### src/rtl/if_stage_pkg.sv
// Shared types for the instruction-fetch stage.
// Ports: none (package). Provides the fetch FSM state encoding, the packed
// fetch entry carried from memory response to decode, and a PC alignment helper.
package if_stage_pkg;

  typedef enum logic [1:0] {
    REQ   = 2'd0,
    WAIT  = 2'd1,
    HOLD  = 2'd2,
    FLUSH = 2'd3
  } fetch_state_e;

  typedef struct packed {
    logic [31:0] inst;
    logic [31:0] pc;
    logic [31:0] pc4;
    logic        predict_taken;
    logic [31:0] predict_pc;
  } fetch_entry_t;

  // Redirect targets are word-aligned by dropping the two low bits.
  function automatic logic [31:0] align_pc(input logic [31:0] addr);
    return {addr[31:2], 2'b00};
  endfunction

endpackage

### src/rtl/fetch_skid.sv
// One-entry skid buffer that parks a fetch response while decode is stalled.
// Latency: load visible on dout next cycle. Backpressure: none; caller only loads when empty.
// Ports: clk/rst, load (capture din), unload (release entry), clear (flush),
//        din/dout fetch_entry_t payload, full (entry present).
module fetch_skid
  import if_stage_pkg::*;
(
  input  logic         clk,
  input  logic         rst,
  input  logic         load,
  input  logic         unload,
  input  logic         clear,
  input  fetch_entry_t din,
  output fetch_entry_t dout,
  output logic         full
);

  always_ff @(posedge clk) begin
    if (rst || clear) begin
      full <= 1'b0;
      dout <= '0;
    end else if (load) begin
      full <= 1'b1;
      dout <= din;
    end else if (unload) begin
      full <= 1'b0;
    end
  end

endmodule

### src/rtl/fetch_ctrl.sv
// Instruction fetch controller: PC sequencing, single outstanding imem request,
// registered fetch entry toward decode with a one-entry skid for stalls.
// Latency: rvalid in cycle N -> if_valid in N+1. Backpressure: stall holds the
// output entry; a response arriving under stall is parked and requests pause.
// Ports: clk/rst, br_taken/br_target (EX redirect), stall (decode busy),
//        predict_taken/predict_pc (BPU result for imem_addr), imem_* (memory
//        request/response), if_* (registered fetch entry).
module fetch_ctrl
  import if_stage_pkg::*;
#(
  parameter logic [31:0] RESET_PC = 32'h0000_0000
) (
  input  logic        clk,
  input  logic        rst,
  input  logic        br_taken,
  input  logic [31:0] br_target,
  input  logic        stall,
  input  logic        predict_taken,
  input  logic [31:0] predict_pc,
  output logic        imem_req,
  output logic [31:0] imem_addr,
  input  logic        imem_gnt,
  input  logic        imem_rvalid,
  input  logic [31:0] imem_rdata,
  output logic        if_valid,
  output logic [31:0] if_inst,
  output logic [31:0] if_pc,
  output logic [31:0] if_pc4,
  output logic [31:0] if_predict_pc,
  output logic        if_predict_taken
);

  fetch_state_e state;
  logic [31:0]  pc_q;

  // In-flight slot: context of the request that memory has accepted.
  logic [31:0]  slot_pc;
  logic         slot_pt;
  logic [31:0]  slot_ppc;

  fetch_entry_t out_q;
  fetch_entry_t resp;
  fetch_entry_t skid_dout;
  logic         skid_full;
  logic         skid_load;
  logic         skid_unload;

  always_comb begin
    resp               = '0;
    resp.inst          = imem_rdata;
    resp.pc            = slot_pc;
    resp.pc4           = slot_pc + 32'd4;
    resp.predict_taken = slot_pt;
    resp.predict_pc    = slot_ppc;
  end

  // Request is suppressed while reset is asserted even though the state
  // register already reads REQ, so it rises the first cycle after release.
  assign imem_req  = (state == REQ) && !rst;
  assign imem_addr = pc_q;

  assign skid_load   = !br_taken && (state == WAIT) && imem_rvalid && if_valid && stall;
  assign skid_unload = !br_taken && (state == HOLD) && !stall && skid_full;

  fetch_skid u_skid (
    .clk    (clk),
    .rst    (rst),
    .load   (skid_load),
    .unload (skid_unload),
    .clear  (br_taken),
    .din    (resp),
    .dout   (skid_dout),
    .full   (skid_full)
  );

  always_ff @(posedge clk) begin
    if (rst) begin
      state    <= REQ;
      pc_q     <= RESET_PC;
      slot_pc  <= '0;
      slot_pt  <= 1'b0;
      slot_ppc <= '0;
      out_q    <= '0;
      if_valid <= 1'b0;
    end else if (br_taken) begin
      pc_q     <= align_pc(br_target);
      if_valid <= 1'b0;
      // FLUSH only when a request is (or is about to be) outstanding whose
      // response has not yet been seen.
      unique case (state)
        REQ:     state <= imem_gnt ? FLUSH : REQ;
        WAIT:    state <= imem_rvalid ? REQ : FLUSH;
        HOLD:    state <= REQ;
        default: state <= FLUSH;
      endcase
    end else begin
      // Decode consumed the entry; overridden below if a new one loads.
      if (if_valid && !stall) if_valid <= 1'b0;

      unique case (state)
        REQ: begin
          if (imem_gnt) begin
            slot_pc  <= pc_q;
            slot_pt  <= predict_taken;
            slot_ppc <= predict_pc;
            pc_q     <= predict_taken ? predict_pc : pc_q + 32'd4;
            state    <= WAIT;
          end
        end
        WAIT: begin
          if (imem_rvalid) begin
            if (!if_valid || !stall) begin
              out_q    <= resp;
              if_valid <= 1'b1;
              state    <= REQ;
            end else begin
              state    <= HOLD;
            end
          end
        end
        HOLD: begin
          if (!stall) begin
            out_q    <= skid_dout;
            if_valid <= 1'b1;
            state    <= REQ;
          end
        end
        default: begin
          if (imem_rvalid) state <= REQ;
        end
      endcase
    end
  end

  assign if_inst          = out_q.inst;
  assign if_pc            = out_q.pc;
  assign if_pc4           = out_q.pc4;
  assign if_predict_taken = out_q.predict_taken;
  assign if_predict_pc    = out_q.predict_pc;

endmodule

### config.mk
export PLATFORM = sky130hd
export DESIGN_NAME = fetch_ctrl
export DESIGN_NICKNAME = d
export VERILOG_FILES = /design/src/rtl/if_stage_pkg.sv /design/src/rtl/fetch_skid.sv /design/src/rtl/fetch_ctrl.sv
export SDC_FILE = /design/constraint.sdc
export NUM_CORES = 1
export LEC_CHECK = 0
export ABC_AREA = 1
export CAP_MARGIN = 10
export CORE_ASPECT_RATIO = 1.1
export CORE_UTILIZATION = 48
export CTS_CLUSTER_SIZE = 40
export DETAILED_ROUTE_END_ITERATION = 6
export GPL_TIMING_DRIVEN = 0
export PLACE_DENSITY_LB_ADDON = 0.12
export RECOVER_POWER = 100
export SLEW_MARGIN = 20
export SYNTH_ARGS = -nofsm -noshare
export SYNTH_HDL_FRONTEND = slang
export SYNTH_SLANG_ARGS = --single-unit
### constraint.sdc
create_clock -name clk -period 1.5 [get_ports clk]
set_input_delay 0.225 -clock clk [delete_from_list [all_inputs] [get_ports clk]]
set_output_delay 0.225 -clock clk [all_outputs]
set_load 0.02 [all_outputs]
[After elaboration in Yosys (flattened, before gate mapping)]
Index checks and enable logic that the tools add are counted.
W data, S select, Z words.
Word-level totals
  input port bits: 103
  bits in registers: 358
Operators by class
  add/subtract/negate cells: 2
  bitwise operators: 1
  mux-type cells: 23
  eq/ne operators: 8
  reduce and logical (&&, ||, !) cells: 23
Operators by type and width (number)
  $mux W129: 3
  $pmux W129 S2: 1
  $mux W32: 4
  $add A32 B3 Y32 const B: 2
  $mux W2: 8
  $pmux W2 S3: 2
  $ne A3 B3 Y1 const B: 3
  $logic_and A1 B1 Y1: 6
  $reduce_bool A2 Y1: 3
  $reduce_and A5 Y1: 1
  $logic_not A1 Y1: 4
  $mux W1: 4
  $ne A2 B2 Y1 const B: 2
  $reduce_and A2 Y1: 2
  $reduce_and A4 Y1: 1
  $reduce_bool A4 Y1: 1
  $reduce_and A3 Y1: 1
  $eq A2 B1 Y1 const B: 1
  $eq A2 B2 Y1 const B: 1
  $logic_not A2 Y1: 1
  $logic_or A1 B1 Y1: 2
  $ne A2 B1 Y1 const B: 1
  $pmux W1 S2: 1
  $reduce_or A2 Y1: 1
  $not A1 Y1: 1

[Logic depth before layout (Yosys ltp)]
Gate-level depths: netlist of the first run.
  word-level depth: 6
  depth in mapped cells: 12
  mapped depth without buffers: 10

[Hierarchy]
A second synthesis of the first run with hierarchy kept.
Second synthesis, totals
  cells, all modules: 2214
  area total of the unflattened synthesis: 15653.8 µm²
By module, submodules not included
  fetch_ctrl: instances 1, cells an instance 1648, area an instance 11169.5 µm²
  fetch_skid: instances 1, cells an instance 566, area an instance 4484.3 µm²

[Worst setup path after synthesis of the first run]
OpenSTA, ideal clock, no wires.
  path type: reg2reg
  from: register state[0]
  to: register out_q (netlist bit if_inst[12])
  arrival: 1.540 ns
  slack: -0.165 ns
  cell stages (with the launch flop): 12
  setup time: 0.125 ns
  cells stage by stage: dfxtp_1 inv_1 ha_1 nand2_1 inv_2 nor2_4 nand2_2 nor2_4 buf_6 buf_6 buf_2 a31oi_1
Between the ends
  cells in the longest elaborated chain, start to end: 3
  elaborated cells on any way between the ends: 8
  classes of those cells: eq/ne: 5; mux: 1; reduce/logical: 2
Ends and longest elaborated chain
  start: declaration: line fetch_ctrl.sv:33  | fetch_state_e state;
  start signal: assignment: line fetch_ctrl.sv:91  | REQ: state <= imem_gnt ? FLUSH : REQ;
  start signal: assignment: line fetch_ctrl.sv:92  | WAIT: state <= imem_rvalid ? REQ : FLUSH;
  $eq A2 B1 Y1 / $eq A2 B2 Y1 (equally long branches): line fetch_ctrl.sv:100  | unique case (state)
  $ne A2 B1 Y1 (no source line) (tied with other cells)
  $reduce_and A5 Y1 (no source line)
  end signal: assignment: line fetch_ctrl.sv:113  | out_q <= resp;
  end signal: assignment: line fetch_ctrl.sv:123  | out_q <= skid_dout;
  end: declaration: line fetch_ctrl.sv:41  | fetch_entry_t out_q;
Several ways; a longest one is shown, not always the timed one.
A chain may end at the register's enable or synchronous reset.

[Worst setup path in the final report of the first run]
  from: register state[0]
  to: register out_q (netlist bit if_pc[8])
The elaborated chain is that of the path after synthesis.

==> key figures, run 1 <==
Timing
  • Tmin final: 1905 ps
  • Fmax: between 500 and 600 MHz
  • Final setup vio count: 356
  • Final hold slack: around 100 ps
  • RSZ-0062 raised after global routing: yes
  • Slew HR: between 20% and 30%
  • Clock Skew: about 26 ps
  • Pins Over Slew Limit: 0
  • Worst-margin pin slew: between 1000 and 1500 ps
  • Setup ws final: -405.1 ps
  • Crit share post-route: 127.0%
  • Hold Fails Final Rpt: 0

Worst setup path
  • Endpoint class of the critical path: flip-flop
  • Setup crit start: state[0]
  • WS Path Type: flip-flop to flip-flop
  • Critical Path AT: around 2400 ps
  • Worst-path maximum fanout: 10
  • Worst R2R End: if_pc[8]
  • Startpoint types: flip-flop
  • Critical R2R Launch: state[0]
  • Crit path capture: if_pc[8]
  • FF-to-FF setup slack: -410 ps
  • CP required: between 1500 and 2000 ps
  • FF-to-FF path depth: 12

Final layout
  • P&R area growth vs syn: 52.60%
  • Ratio of cells with drive above 1 in the final layout: roughly 27%
  • Final core utilization: between 70% and 80%
  • Post-route design area: roughly 24000 um^2
  • Antenna Cells: 0
  • Fin nets: approximately 2700

Synthesis
  • Commonest cells post-synth: nand2_1 (474), dfxtp_1 (354), o21ai_0 (299)
  • Post-synthesis sequential area ratio: 45.96%
  • Biggest area consumer among synthesized cells: dfxtp_1
  • Post-Syn Instances: 2180
  • Ys async rst share: 0%
  • Synth top area share: a little under half
  • Post-Synthesis Net Count: between 2000 and 2500
  • Post-synth top flop: dfxtp_1
  • Most numerous cell in the Yosys netlist: nand2_1
  • Register bit count reported by yosys: around 350
  • Top cells by area, synth: dfxtp_1 (46%), nand2_1 (12%), o21ai_0 (9.7%)
  • Mapped Avg Cell Area: between 7 and 8 um^2
  • Netlist cell types: 36
  • EDFF count, synth: 0
  • Synthesized area: roughly 15000 um^2
  • Yosys Warn Count: 0

Run status
  • Status: finished with violations
  • Failing checks: DRC, setup timing

Power
  • Clock share of power: 36.0%
  • VDD IR max: 0.001040 V
  • NetSw: approximately 9000 uW
  • Switching Share: between 30% and 40%
  • Static Leakage: between 0.009 and 0.01 uW
  • Combinational power share: a little under a quarter
  • Internal: 18500 uW
  • Seq pwr share: between 40% and 50%
  • Pwr dens: roughly 1200 nW/um^2
  • Overall Power: between 20000 and 30000 uW

Drt
  • Iter 0 DRT Violations: around 2000
  • WL per Instance: 22.85 um
  • Pre-antenna DRT Iters: 7
  • DRC: 23
  • Via count: roughly 18000
  • Routed WL: between 60 and 70 mm
  • Final ANT Viol Nets: 0
  • Post-DR vias/cell: approximately 6

GRT
  • First-pass GRT wire length: ~97 mm
  • Largest net degree at the start of global routing: 15
  • Final global-route overflow total: 0
  • Vias in the first global route: about 17000
  • Tot GR Track Use: a little under two fifths
  • Antenna violations before repair: 2

Clocking
  • Clock sink count: 354
  • Clk pin slew, worst setup/hold paths: roughly 60 ps
  • Num CTS Buffers: 38
  • CTS tree: done
  • Clk_lat worst skew: 550 ps
  • Maximum root-to-sink buffer count: 3
  • Htree depth: 2
  • Hold buffers post-CTS: 0
  • Clock Root Buffer: clkbuf_16

Floorplanning
  • Die width: approximately 170 um
  • Die H: roughly 190 um
  • Full die area: 32850 um^2
  • Cell row count: 68
  • Initial Utilization: between 40% and 50%
  • I/O Pins: roughly 270
  • Core region area: approximately 31000 um^2

Worst hold path
  • Worst Hold Path Cells: 2
  • HP Class: primary input to flip-flop

Flow run
  • Max-cap violations: 0

Placement
  • Detailed placement HPWL: around 43 mm
  • Buffers added on ports: roughly 260
  • DP Area: around 19000 um^2
  • RePlAce Congestion: ~0.99
-- cell families after synthesis --
logic type	after synthesis	share of synthesized area [%]
AND/OR/NAND/NOR	847	21.84
flip-flops	354	45.96
XOR/XNOR	13	0.7384
AO/OA/AOI/OAI	664	22.90
buffers and inverters	296	8.074
adder cells (fa/ha/maj)	6	0.4868
-- layout by cell type (no fill, tap or decap), types with 53 or more instances in the layout --
cell type / netlist / layout
a21oi_1: 192 / 122
nor2_2: 9 / 63
nand2_1: 474 / 453
nor2_1: 290 / 188
clkdlybuf4s50_1: 0 / 98
o21ai_2: 0 / 121
nor2_4: 5 / 53
dlygate4sd2_1: 0 / 103
clkbuf_1: 82 / 59
o21ai_0: 299 / 123
a21oi_2: 0 / 62
dfxtp_1: 354 / 309
inv_1: 136 / 127
clkbuf_16: 0 / 55
o21ai_1: 42 / 90
a31oi_1: 106 / 104
-- flip-flops by register name (all words and copies together), names as in the netlist, 2 cells and up, named ones only --
register and cells:
if_inst 32, if_pc 32, if_pc4 30, if_predict_pc 32, imem_addr 30, slot_pc 32, slot_ppc 32, state 2
u_skid.dout 127
-- final cells by class --
cell class	count	area, um^2
plain buffers	141	1349
clock buffers	54	1081
clock inverters	16	206.4
fillers	2319	7949
inverters	146	575.6
multi-input cells	1530	8672
flip-flops and latches	354	7173
well taps	420	525.5
repair buffers	351	3949
-- worst max-delay path, cell delays in order (launching register included) --
cell	delay (ps)
dfxtp_4	380
inv_4	50
ha_4	180
nand2_2	70
inv_2	40
nor2_4	110
nand2_2	80
nor2_4	100
buf_12	150
buf_12	180
buf_12	150
o21ai_1	80
a31oi_1	240
-- repair_timing --
action,CTS,global route
resized for setup,874,333
endpoints found under the setup margin,514,395
gates cloned,26,10
setup buffers,46,19
pin swaps,39,83
-- metal layers --
| metal | wire length [um] | share of wire, % | vias up | global-route usage, % |
|---|---|---|---|---|
| li1 | - | - | 7999 | - |
| met1 | 25190 | 37 | 8424 | 45.51 |
| met2 | 31880 | 46 | 1229 | 64.02 |
| met3 | 6562 | 9.5 | 342 | 6.255 |
| met4 | 5168 | 7.5 | 4 | 25.19 |
| met5 | 35 | 0.051 | - | 0 |
-- how the worst min path moves through the flow --
stage                                 from               end  slack [ps]
after floorplan              predict_pc[0]         flip-flop         360
after global placement    u_skid.dout[118]  u_skid.dout[118]         450
after detailed placement  u_skid.dout[118]  u_skid.dout[118]         460
after CTS                              rst      imem_addr[2]          60
after global routing                   rst          if_pc[2]         100
final                                  rst          if_pc[2]         100
-- metrics by stage --
step	cells	setup TNS, ps	setup WS [ps]
floorplan	2180	-2505	-43.15
global placement	2861	-208020	-824.9
finish	3012	-75490	-405.1
global route	3012	-91210	-429.0
detailed placement	2861	-215420	-833.9
CTS	3000	-56410	-308.8
-- power groups by stage --
stage	logic, uW	registers, uW	clock network (uW)
2_1_floorplan	2310	11600	0
3_3_place_gp	5440	11000	0
3_5_place_dp	5500	11000	0
4_1_cts	5920	10900	9740
5_1_grt	6820	11000	10200
6_report	6510	11000	9810
(Power assumes the default switching activity.)
==> run 2, diff against run 1 <==
--- a/config.mk
+++ b/config.mk
@@ -8,6 +8,7 @@
 export ABC_AREA = 1
 export CAP_MARGIN = 10
 export CORE_ASPECT_RATIO = 1.1
+export CORE_MARGIN = 4
 export CORE_UTILIZATION = 48
 export CTS_CLUSTER_SIZE = 40
 export DETAILED_ROUTE_END_ITERATION = 6
==> run 2 against run 1 <==
The flow finishes with violations (setup timing). Clock skew barely moved. Critical path depth unchanged. Register-to-register slack got worse by 96 ps. Clock-buffer cell count is 4 higher. First-iteration DRC count down 1.0%. Core utilization is 1.2 points higher. Cell count is 0.76% higher. Setup slack got worse by 96 ps. Sequential share of layout area shrank 0.54 points. Largest power group unchanged. Highest routed layer unchanged.
==> key figures, run 2 (synthesis results as in run 1) <==
Timing
  • Setup ws final: -501.6 ps (-96.43 ps)
  • Pins Over Slew Limit: 0 (unchanged)
  • Hold Fails Final Rpt: 0 (unchanged)
  • RSZ-0062 raised after global routing: yes
  • Clock Skew: 25.55 ps (-0.3945 ps)
  • Worst-margin pin slew: 1147 ps (+83.55 ps)
  • Fmax: 499.6 MHz (-4.8%)
  • Final setup vio count: 356 (unchanged)
  • Tmin final: 2002 ps (+96.43 ps)
  • Slew HR: 23.55% (-5.6 points)
  • Crit share post-route: 133.4% (+6.4 points)

Power
  • Combinational power share: 26.3% (+2.4 points)
  • Overall Power: 27690 uW (+1.5%)
  • Switching Share: 33.10% (+0.89 points)
  • Static Leakage: 0.008670 uW (-4.9%)
  • VDD IR max: 0.0009207 V (-12%)
  • Internal: 18530 uW (+0.14%)
  • Clock share of power: 34.1% (-1.9 points)
  • Seq pwr share: 39.6% (-0.6 points)
  • NetSw: 9166 uW (+4.3%)
  • Pwr dens: 1156 nW/um^2 (-0.36%)

Worst setup path
  • Critical R2R Launch: state[0]
  • FF-to-FF path depth: 12 (unchanged)
  • Family with the most delay on the worst path: buffers and inverters
  • Levels on crit path: 12 (unchanged)
  • CP required: 1960 ps (+20 ps)
  • Worst-path maximum fanout: 10 (unchanged)
  • Crit path buf inv count: 5 (unchanged)
  • Max incr delay on CP: 390 ps (about the same)
  • WS Path Type: flip-flop to flip-flop
  • Worst path slowest cell: dfxtp_4
  • Crit-path cells: inv_4 -> ha_4 -> nand2_2 -> inv_2 -> nor2_4 -> nand2_2 -> nor2_4 -> buf_4 -> buf_12 -> buf_12 -> o21ai_1 -> a31oi_4
  • Critical Path AT: 2460 ps (+110 ps)
  • Setup crit start: state[0]
  • Endpoint class of the critical path: flip-flop
  • Startpoint types: flip-flop

Run status
  • Failing checks: setup timing
  • Status: finished with violations

Clocking
  • Clk_lat worst skew: 540 ps (about the same)
  • Hold buffers post-CTS: 0 (unchanged)
  • Clock sink count: 354 (unchanged)
  • Clock Root Buffer: clkbuf_16
  • Htree depth: 2 (unchanged)
  • Maximum root-to-sink buffer count: 3 (unchanged)
  • Clk pin slew, worst setup/hold paths: 70 ps (about the same)
  • CTS tree: done
  • Num CTS Buffers: 39 (+2.6%)

GRT
  • Largest net degree at the start of global routing: 14 (-1)
  • First-pass GRT wire length: 93.23 mm (-4.1%)
  • Vias in the first global route: 16530 (-3.8%)
  • Tot GR Track Use: 33.83% (-4.4 points)
  • Final global-route overflow total: 0 (unchanged)
  • Antenna violations before repair: 1 (-1)

Final layout
  • Ratio of cells with drive above 1 in the final layout: 30.10% (+2.9 points)
  • Final core utilization: 75.92% (+1.2 points)
  • Fin nets: 2699 (+1.0%)
  • Max reg flops: 127 (unchanged)
  • Commonest cells after routing, fill and taps aside: nand2_1 (453), dfxtp_1 (306), clkbuf_1 (190), nor2_1 (165)
  • Largest Register: u_skid.dout
  • Antenna Cells: 0 (unchanged)
  • Most common cell after layout, fill and taps aside: nand2_1
  • P&R area growth vs syn: 55.40%

Drt
  • Iter 0 DRT Violations: 1988 (-1.0%)
  • Post-DR vias/cell: 6.082 (+1.8%)
  • WL per Instance: 23.85 um (+4.4%)
  • Via count: 18460 (+2.6%)
  • Top Layer Used: met5
  • Routed WL: 72.39 mm (+5.2%)
  • DR WL met2: 33.58 mm (+5.3%)
  • Met1 WL: 26.37 mm (+4.7%)
  • Pre-antenna DRT Iters: 6 (-1)
  • Final ANT Viol Nets: 0 (unchanged)
  • DR WL met3: 7.172 mm (+9.3%)
  • DRC: 0 (-100%)

Floorplanning
  • Die H: 196.0 um (+3.2%)
  • I/O Pins: 266 (unchanged)
  • Die width: 178.9 um (+3.5%)
  • Full die area: 35060 um^2 (+6.7%)
  • Core region area: 31570 um^2 (+0.27%)
  • Cell row count: 68 (unchanged)
  • Initial Utilization: 48.85% (-0.13 points)

Worst hold path
  • HP Class: primary input to flip-flop
  • Hold Crit Start: rst
  • Worst Hold Path Cells: 2 (unchanged)

Flow run
  • Max-cap violations: 0 (unchanged)

Placement
  • Detailed placement HPWL: 44.19 mm (+2.0%)
  • RePlAce Congestion: 0.9401 (-5.0%)
  • Buffers added on ports: 261 (unchanged)
## run 2: worst paths after layout
check                       to  slack, ps
max reg2reg   if_predict_pc[4]       -500
min               imem_addr[2]        170
max           if_predict_pc[4]       -500
min reg2reg  if_predict_pc[14]        480
## run 2: metrics by stage
step	hold WS (ps)	TNS, ps	area [um^2]	worst slack [ps]	std cells
CTS	112.8	-106440	21260	-338.3	2964
detailed placement	455.4	-217970	18730	-869.9	2861
finish	165.5	-96710	23960	-501.6	3035
global route	144.6	-110090	23960	-508.9	3035
global placement	454.3	-211260	18730	-819.9	2861
floorplan	359.9	-2505	15590	-43.15	2180
## run 2: area by class of cell
type	instances	area (um^2)
plain buffers	145	1451
clock buffers	58	1149
clock inverters	8	71.32
fillers	2240	7602
inverters	146	590.6
multi-input cells	1530	9194
flip-flops and latches	354	7174
well taps	420	525.5
repair buffers	374	3807
## run 2: layer usage
layer,GRT usage [%],up-vias
met2,56.23,1299
li1,-,8078
met1,43.52,8719
met5,0,-
met3,5.589,362
met4,13.99,2
## run 2: power by group through the flow
stage,clock network (uW),logic [uW],registers (uW)
5_1_grt,9750,7600,11000
2_1_floorplan,0,2310,11600
3_5_place_dp,0,5530,11000
3_3_place_gp,0,5480,11000
6_report,9440,7280,11000
4_1_cts,9350,6250,10800
## run 2: what timing repair did
item / in CTS / in global routing
setup endpoints to repair: 514 / 508
hold endpoints to repair: 0 / 0
buffers inserted: 22 / 46
pin swaps: 15 / 151
cloned: 15 / 35
resized for setup: 287 / 1031
